[src/rtl/count_connected_feeder_pkg.sv]
// rtl/count_connected_feeder_pkg.sv - shared widths and helpers for the connected-count feeder
`ifndef COUNT_CONNECTED_DEFS
`define COUNT_CONNECTED_DEFS
`define CC_GRAPH_WIDTH 128
`define CC_COUNT_WIDTH 6
`endif

package count_connected_feeder_pkg;
   localparam int GRAPH_W  = `CC_GRAPH_WIDTH;
   localparam int COUNT_W  = `CC_COUNT_WIDTH;
   localparam int BUBBLE_W = 32;

   function automatic logic [BUBBLE_W-1:0] sat_inc(input logic [BUBBLE_W-1:0] v);
      return (&v) ? v : v + BUBBLE_W'(1);
   endfunction
endpackage

[src/rtl/count_connected_feeder_fifo.sv]
// rtl/count_connected_feeder_fifo.sv - show-ahead synchronous job FIFO with occupancy
module count_connected_feeder_fifo #(
   parameter int WIDTH      = 8,
   parameter int DEPTH_LOG2 = 4
) (
   input  logic                  clk,
   input  logic                  rst,
   input  logic                  push_i,
   input  logic                  pop_i,
   input  logic [WIDTH-1:0]      wdata_i,
   output logic [WIDTH-1:0]      rdata_o,
   output logic                  full_o,
   output logic                  empty_o,
   output logic [DEPTH_LOG2:0]   occupancy_o
);
   localparam int DEPTH = 1 << DEPTH_LOG2;

   logic [WIDTH-1:0]      mem_q [DEPTH];
   logic [DEPTH_LOG2-1:0] wr_ptr_q, wr_ptr_d;
   logic [DEPTH_LOG2-1:0] rd_ptr_q, rd_ptr_d;
   logic [DEPTH_LOG2:0]   count_q, count_d;
   logic                  do_push, do_pop;

   assign full_o      = (count_q == (DEPTH_LOG2+1)'(DEPTH));
   assign empty_o     = (count_q == '0);
   assign do_push     = push_i & ~full_o;
   assign do_pop      = pop_i & ~empty_o;
   assign rdata_o     = mem_q[rd_ptr_q];
   assign occupancy_o = count_q;

   // Pointers are exactly DEPTH_LOG2 bits wide so they wrap without explicit logic.
   always_comb begin
      wr_ptr_d = wr_ptr_q + DEPTH_LOG2'(do_push);
      rd_ptr_d = rd_ptr_q + DEPTH_LOG2'(do_pop);
      count_d  = count_q + (DEPTH_LOG2+1)'(do_push) - (DEPTH_LOG2+1)'(do_pop);
   end

   always_ff @(posedge clk) begin
      if (!rst) begin
         wr_ptr_q <= '0;
         rd_ptr_q <= '0;
         count_q  <= '0;
      end else begin
         wr_ptr_q <= wr_ptr_d;
         rd_ptr_q <= rd_ptr_d;
         count_q  <= count_d;
      end
   end

   always_ff @(posedge clk) begin
      if (do_push) begin
         mem_q[wr_ptr_q] <= wdata_i;
      end
   end
endmodule

[src/rtl/count_connected_feeder.sv]
// rtl/count_connected_feeder.sv - job FIFO, fixed-latency start pipe and stretched core reset
module count_connected_feeder
   import count_connected_feeder_pkg::*;
#(
   parameter int EXTRA_DATA_WIDTH = 10,
   parameter int DATA_IN_LATENCY  = 4,
   parameter int FIFO_DEPTH_LOG2  = 4,
   parameter int CORE_RST_CYCLES  = 32
) (
   input  logic                        clk,
   input  logic                        rst,
   input  logic                        writeValid,
   output logic                        writeReady,
   input  logic [GRAPH_W-1:0]          writeGraph,
   input  logic [COUNT_W-1:0]          writeConnectCount,
   input  logic [EXTRA_DATA_WIDTH-1:0] writeExtraData,
   output logic                        coreRst,
   input  logic                        coreRequest,
   output logic                        coreStart,
   output logic [GRAPH_W-1:0]          coreGraph,
   output logic [COUNT_W-1:0]          coreConnectCount,
   output logic [EXTRA_DATA_WIDTH-1:0] coreExtraData,
   output logic [FIFO_DEPTH_LOG2:0]    occupancy,
   output logic [BUBBLE_W-1:0]         bubbleCount
);
   localparam int JOB_W     = GRAPH_W + COUNT_W + EXTRA_DATA_WIDTH;
   localparam int RST_CNT_W = $clog2(CORE_RST_CYCLES + 1);

   logic [RST_CNT_W-1:0]       rst_cnt_q, rst_cnt_d;
   logic [BUBBLE_W-1:0]        bubble_q, bubble_d;
   logic [DATA_IN_LATENCY-1:0] pipe_vld_q, pipe_vld_d;
   logic [JOB_W-1:0]           pipe_data_q [DATA_IN_LATENCY];
   logic [JOB_W-1:0]           pipe_data_d [DATA_IN_LATENCY];
   logic [JOB_W-1:0]           fifo_rdata;
   logic                       fifo_full, fifo_empty, fifo_push, fifo_pop;
   logic                       core_open, bubble;

   assign coreRst    = (rst_cnt_q != '0);
   assign writeReady = rst & ~fifo_full;
   assign fifo_push  = writeValid & writeReady;
   assign core_open  = coreRequest & ~coreRst;
   assign fifo_pop   = core_open & ~fifo_empty;
   assign bubble     = core_open & fifo_empty;

   count_connected_feeder_fifo #(
      .WIDTH      (JOB_W),
      .DEPTH_LOG2 (FIFO_DEPTH_LOG2)
   ) u_fifo (
      .clk         (clk),
      .rst         (rst),
      .push_i      (fifo_push),
      .pop_i       (fifo_pop),
      .wdata_i     ({writeGraph, writeConnectCount, writeExtraData}),
      .rdata_o     (fifo_rdata),
      .full_o      (fifo_full),
      .empty_o     (fifo_empty),
      .occupancy_o (occupancy)
   );

   // Bubbles enter the pipe as all-zero data so idle outputs never show stale jobs.
   always_comb begin
      rst_cnt_d      = coreRst ? rst_cnt_q - RST_CNT_W'(1) : rst_cnt_q;
      bubble_d       = bubble ? sat_inc(bubble_q) : bubble_q;
      pipe_vld_d[0]  = fifo_pop;
      pipe_data_d[0] = fifo_pop ? fifo_rdata : '0;
      for (int i = 1; i < DATA_IN_LATENCY; i++) begin
         pipe_vld_d[i]  = pipe_vld_q[i-1];
         pipe_data_d[i] = pipe_data_q[i-1];
      end
   end

   always_ff @(posedge clk) begin
      if (!rst) begin
         rst_cnt_q  <= RST_CNT_W'(CORE_RST_CYCLES);
         bubble_q   <= '0;
         pipe_vld_q <= '0;
         for (int i = 0; i < DATA_IN_LATENCY; i++) begin
            pipe_data_q[i] <= '0;
         end
      end else begin
         rst_cnt_q  <= rst_cnt_d;
         bubble_q   <= bubble_d;
         pipe_vld_q <= pipe_vld_d;
         for (int i = 0; i < DATA_IN_LATENCY; i++) begin
            pipe_data_q[i] <= pipe_data_d[i];
         end
      end
   end

   assign coreStart   = pipe_vld_q[DATA_IN_LATENCY-1];
   assign {coreGraph, coreConnectCount, coreExtraData} = pipe_data_q[DATA_IN_LATENCY-1];
   assign bubbleCount = bubble_q;
endmodule

[config.mk]
export PLATFORM = sky130hd
export DESIGN_NAME = count_connected_feeder
export DESIGN_NICKNAME = d
export VERILOG_FILES = /design/src/rtl/count_connected_feeder_pkg.sv /design/src/rtl/count_connected_feeder_fifo.sv /design/src/rtl/count_connected_feeder.sv
export SDC_FILE = /design/constraint.sdc
export NUM_CORES = 2
export LEC_CHECK = 0
export ABC_AREA = 0
export CORE_MARGIN = 3
export CORE_UTILIZATION = 64
export CTS_CLUSTER_DIAMETER = 80
export DETAILED_ROUTE_END_ITERATION = 10
export PLACE_DENSITY_LB_ADDON = 0.2
export SYNTH_ARGS = -nofsm -noshare
export SYNTH_HDL_FRONTEND = slang
export SYNTH_SLANG_ARGS = --single-unit
[constraint.sdc]
create_clock -name clk -period 19.8 [get_ports clk]
set_input_delay 2.97 -clock clk [delete_from_list [all_inputs] [get_ports clk]]
set_output_delay 2.97 -clock clk [all_outputs]
set_load 0.05 [all_outputs]
Word level (Yosys, flattened, before mapping)
Memory sizes are Yosys's and may differ from the RTL's. A register that Yosys moved wholly into a read port is not among the register bits. Index checks and enable logic that the tools add are counted.

Register bits after elaboration: 55. RAM bits: 2880. Bits of input ports: 148. Output and inout port bits: 184. Memories: 2.

Memories: u_fifo.mem_q (words 16, bits a word 144, read ports 1, clocked after memory_dff 1, wr ports 1, line count_connected_feeder_fifo.sv:18) `logic [WIDTH-1:0] mem_q [DEPTH];`; pipe_data_q (words 4, bits a word 144, read ports 4, clocked after memory_dff 0, wr ports 4, line count_connected_feeder.sv:32) `logic [JOB_W-1:0] pipe_data_q [DATA_IN_LATENCY];`.

Add/subtract/negate cells: 6. Equal/unequal tests: 1. Muxes and demuxes: 10. Bitwise logic cells: 15. Reduce and logical (&&, ||, !) cells: 4.

Operators by type and width (number): 144-bit two-way mux (5); 32-bit by 1-bit adder with 32-bit output, second input constant (1); 32-bit AND reduction (1); 4-bit by 1-bit adder with 4-bit output (2); 1-bit bitwise AND (7); 6-bit nonzero test (1); 6-bit by 1-bit subtractor with 6-bit output, second input constant (1); 5-bit by 1-bit adder with 5-bit output (1); 5-bit equality test, second input constant (1); 5-bit zero test (1); 5-bit by 1-bit subtractor with 5-bit output (1); 1-bit two-way mux (4); 4-bit two-way mux (1); 1-bit inverter (4); 1-bit bitwise OR (4); 2-bit AND reduction (1).

Depth between registers and ports, before layout
Depth in word-level cells: 7. Gate-level depth with buffers: 17. Gate-level depth less buffers: 15.

Modules after synthesis
A second synthesis with hierarchy kept.

Cells, all modules: 5699. Area, all modules: 107141.5 um^2.

By module, submodules not included: count_connected_feeder_fifo (instances 1, cells an instance 4220, area an instance 89634.7 um^2, seq. area each 69446.6 um^2); count_connected_feeder (instances 1, cells an instance 1479, area an instance 17506.8 um^2, seq. area each 12371.9 um^2).

Worst setup path before layout
OpenSTA, ideal clock, no wires.

Kind: input-to-reg. Start: input port writeValid. End: memory u_fifo.mem_q[0][0] in the netlist's numbering (enable). Arrival: 13.317 ns. Required time: 18.976 ns. Setup slack: 5.659 ns. Stages: 4. Cells stage by stage: nand2_1 a31o_2 or3_1 nor3_1.

Cells in the longest elaborated chain, start to end: 4.

Ends and longest elaborated chain: start: declaration (line count_connected_feeder.sv:12) `input logic writeValid,`; 1-bit bitwise AND (line count_connected_feeder.sv:40) `assign fifo_push = writeValid & writeReady;`; 1-bit bitwise AND (line count_connected_feeder_fifo.sv:26) `assign do_push = push_i & ~full_o;`; 1-bit two-way mux (line count_connected_feeder_fifo.sv:51) `if (do_push) begin`; 1-bit two-way mux (not written as such) (line count_connected_feeder_fifo.sv:52) `mem_q[wr_ptr_q] <= wdata_i;`; end: declaration (line count_connected_feeder_fifo.sv:18).

No other way between the ends.

Worst setup path in the final report
Start: input port rst. End: output port writeReady.

Cells in the longest elaborated chain, start to end: 1.

Ends and longest elaborated chain: start: declaration (line count_connected_feeder.sv:11) `input logic rst,`; 1-bit bitwise AND (line count_connected_feeder.sv:39) `assign writeReady = rst & ~fifo_full;`; end: declaration (line count_connected_feeder.sv:13) `output logic writeReady,`.

No other way between the ends.

==> flow_summary.toml <==
[drt]
drt-total-wl_mm = 223
first_iter_violations = 5395
via_count = 48100
wire_per_inst_um = 29.4
remaining_drc_errors = 0
postRouteAntennaNets = 0
viasPerCell = 6.34
firstDrtPassIters = 5

[clocking]
ctsHtreeMaxLevel = 5
cts_setup_buffers = 0
clockRootBuffer = "clkbuf_16"
cts_buffer_depth = 4
cts_tree = "done"
cts_inserted_buffers = 295
path_clk_slew_ps = 60
clk_latency_ps = 890
cts_sinks = 2935
hold_buffers = 0
cts-resized-gates = 0

[grt]
met3_usage_pct = 5.22
top_usage_layer = "met2"
met1_usage_pct = 37.6
grt_antenna_before_repair = 50
grt-ovfl-total = 0
track_usage_pct = 27.2
grt_pass1_vias = 50100
grt_pass1_wl_mm = 333
grt_max_degree = 211
met2_usage_pct = 44.0

[synthesis]
yosys_warnings = 0
syn_area_um2 = 104000
synth_edf_count = 2304
synth-main-ff-cell = "edfxtp_1"
synthArstFlopShare_pct = 0
synth_area_leader_cell = "edfxtp_1"
synth_area_leaders = "edfxtp_1 66%, mux4_2 16%, dfxtp_1 12%"
syn_avg_cell_area_um2 = 22.0
syn_nets = 4908
yosysSeqAreaShare_pct = 78.5
ys_types = 45
syn_inst = 4746
ys_ff_latch = 2935
synth_top_area_share_pct = 66.3

[power]
combPwrFrac_pct = 4.0
seq_power_share_pct = 53.6
cellLeakagePower_nw = 38.3
power.share.clock_pct = 42.4
p_switching_mw = 2.50
powerDensity_nw_per_um2 = 105
switching_share_pct = 19.9
vdd_drop_max_mv = 0.0895
p_int_mw = 10.1

[floorplanning]
dieArea_um2 = 168000
die_x_um = 410
die_h_um = 410
top_level_ports = 332
initial_utilization_pct = 64.6
rows = 147
core_area_um2 = 161000

[hold_path]
min_path_type = "reg -> reg"

[outcome]
status = "finished clean"

[critical_path]
endpoint_kind = "output pin"
arrival_ps = 5030
start_kind = "primary input"
crit_path_max_fanout = 151
path_class = "in -> out"
cp.required_ps = 16830

[place]
gp_congestion = 0.736
dpl.hpwl_mm = 104
portBuffers = 331
dp_slack_ps = 11710

[finish]
final_common_cell = "edfxtp_1"
nets = 5352
most-common-layout-cells = "2304 x edfxtp_1, 720 x mux4_2, 627 x dfxtp_1, 441 x and2_1, 330 x clkdlybuf4s50_1"
area_growth_pct = 14.6
fill_cells = 8782
drive_gt1_share_pct = 22.9

[flow_run]
cap_violations = 0

[sta]
setup_viol = 0
layout_worst_path_cycle_share_pct = 40.4
max_slew_margin_pct = 3.77
finalMaxSlewViolations = 0
rsz0062_at_grt = "false"
finClkSkew_ps = 39.9
post-route-min-period_ps = 8000
worst_pin_slew_ps = 1440
hold_viol = 0
setup_ws_ps = 11800
fmax_mhz = 125
tns_ps = 0
[cell families after synthesis]
| group | after synthesis | synth area share [%] |
|---|---|---|
| fa+ha+maj | 14 | 0.175 |
| simple gates | 722 | 4.22 |
| mux | 721 | 15.6 |
| flops | 2935 | 78.5 |
| compound gates | 70 | 0.406 |
| xor+xnor | 14 | 0.118 |
| buf+inv | 270 | 1.06 |
[metrics by stage]
stage | hold slack [ps] | instances | total power, mW | cell area [um^2] | util (%)
finish | 402 | 7598 | 12.6 | 119000 | 74.1
global route | 421 | 7583 | 12.9 | 119000 | 74.0
CTS | 409 | 7571 | 12.7 | 119000 | 74.0
detailed placement | 417 | 7053 | 7.36 | 110000 | 68.3
global placement | 414 | 7053 | 7.35 | 110000 | 68.3
floorplan | 412 | 4746 | 7.19 | 104000 | -
[critical path: stages]
cell and delay (ps):
buf_8 420, clkinv_1 180, buf_4 320, a31oi_1 210
clkdlybuf4s50_1 830
[state kept, by name (all words and copies together), names as in the netlist]
register	cells
pipe_vld_q	4
u_fifo.mem_q	2304
rst_cnt_q	6
u_fifo.wr_ptr_q	4
pipe_data_q	576
u_fifo.occupancy_o	5
u_fifo.rd_ptr_q	4
bubbleCount	32
[final cells by class]
cell class / count / area [um^2] / share of cell area [%]
well taps: 2160 / 2700 / 2.26
flip-flops and latches: 2935 / 81800 / 68.5
diodes: 27 / 67.6 / 0.0566
clock buffers: 396 / 8330 / 6.97
repair buffers: 400 / 4020 / 3.37
inverters: 17 / 63.8 / 0.0534
multi-input cells: 1541 / 21500 / 18.0
clock inverters: 122 / 973 / 0.815
[layer usage]
metal	part of all wire, %	vias to the layer above	routed length, um
met2	51	2167	114000
li1	-	20100	-
met1	39	25400	86000
met3	7.3	443	16300
met4	3.1	10	6890
met5	0.033	-	74
[worst paths after layout]
path                            start                  end  slack, ps  cells past startpoint
setup / recovery                  rst           writeReady      11800                      5
hold / removal    pipe_data_q[0][138]  pipe_data_q[1][138]        400                      1
setup reg to reg   u_fifo.rd_ptr_q[0]   pipe_data_q[0][17]      15100                      6
hold reg to reg   pipe_data_q[0][138]  pipe_data_q[1][138]        400                      1
[power by group through the flow]
| stage | Sequential (mW) | Clock [mW] | Combinational (mW) |
|---|---|---|---|
| floorplan | 6.88 | 0 | 0.302 |
| global placement | 6.86 | 0 | 0.489 |
| detailed placement | 6.86 | 0 | 0.499 |
| CTS | 6.73 | 5.42 | 0.506 |
| global route | 6.74 | 5.65 | 0.540 |
| finish | 6.73 | 5.33 | 0.497 |
[cells in the mapped netlist, drive strengths merged (2+ instances only)]
master  number
nor3         8
nor3b        2
inv         16
a21oi       30
buf         75
nand2b       4
nand2       18
clkbuf     178
o311ai       2
nand3       15
edfxtp    2304
nand4       11
o21ai       15
and2       441
or4         12
and3       147
ha          13
dfxtp      631
xnor2        6
mux4       720
nor2        37
o31ai       14
xor2         8
and4         4
or3         19
(Power assumes the default switching activity.)
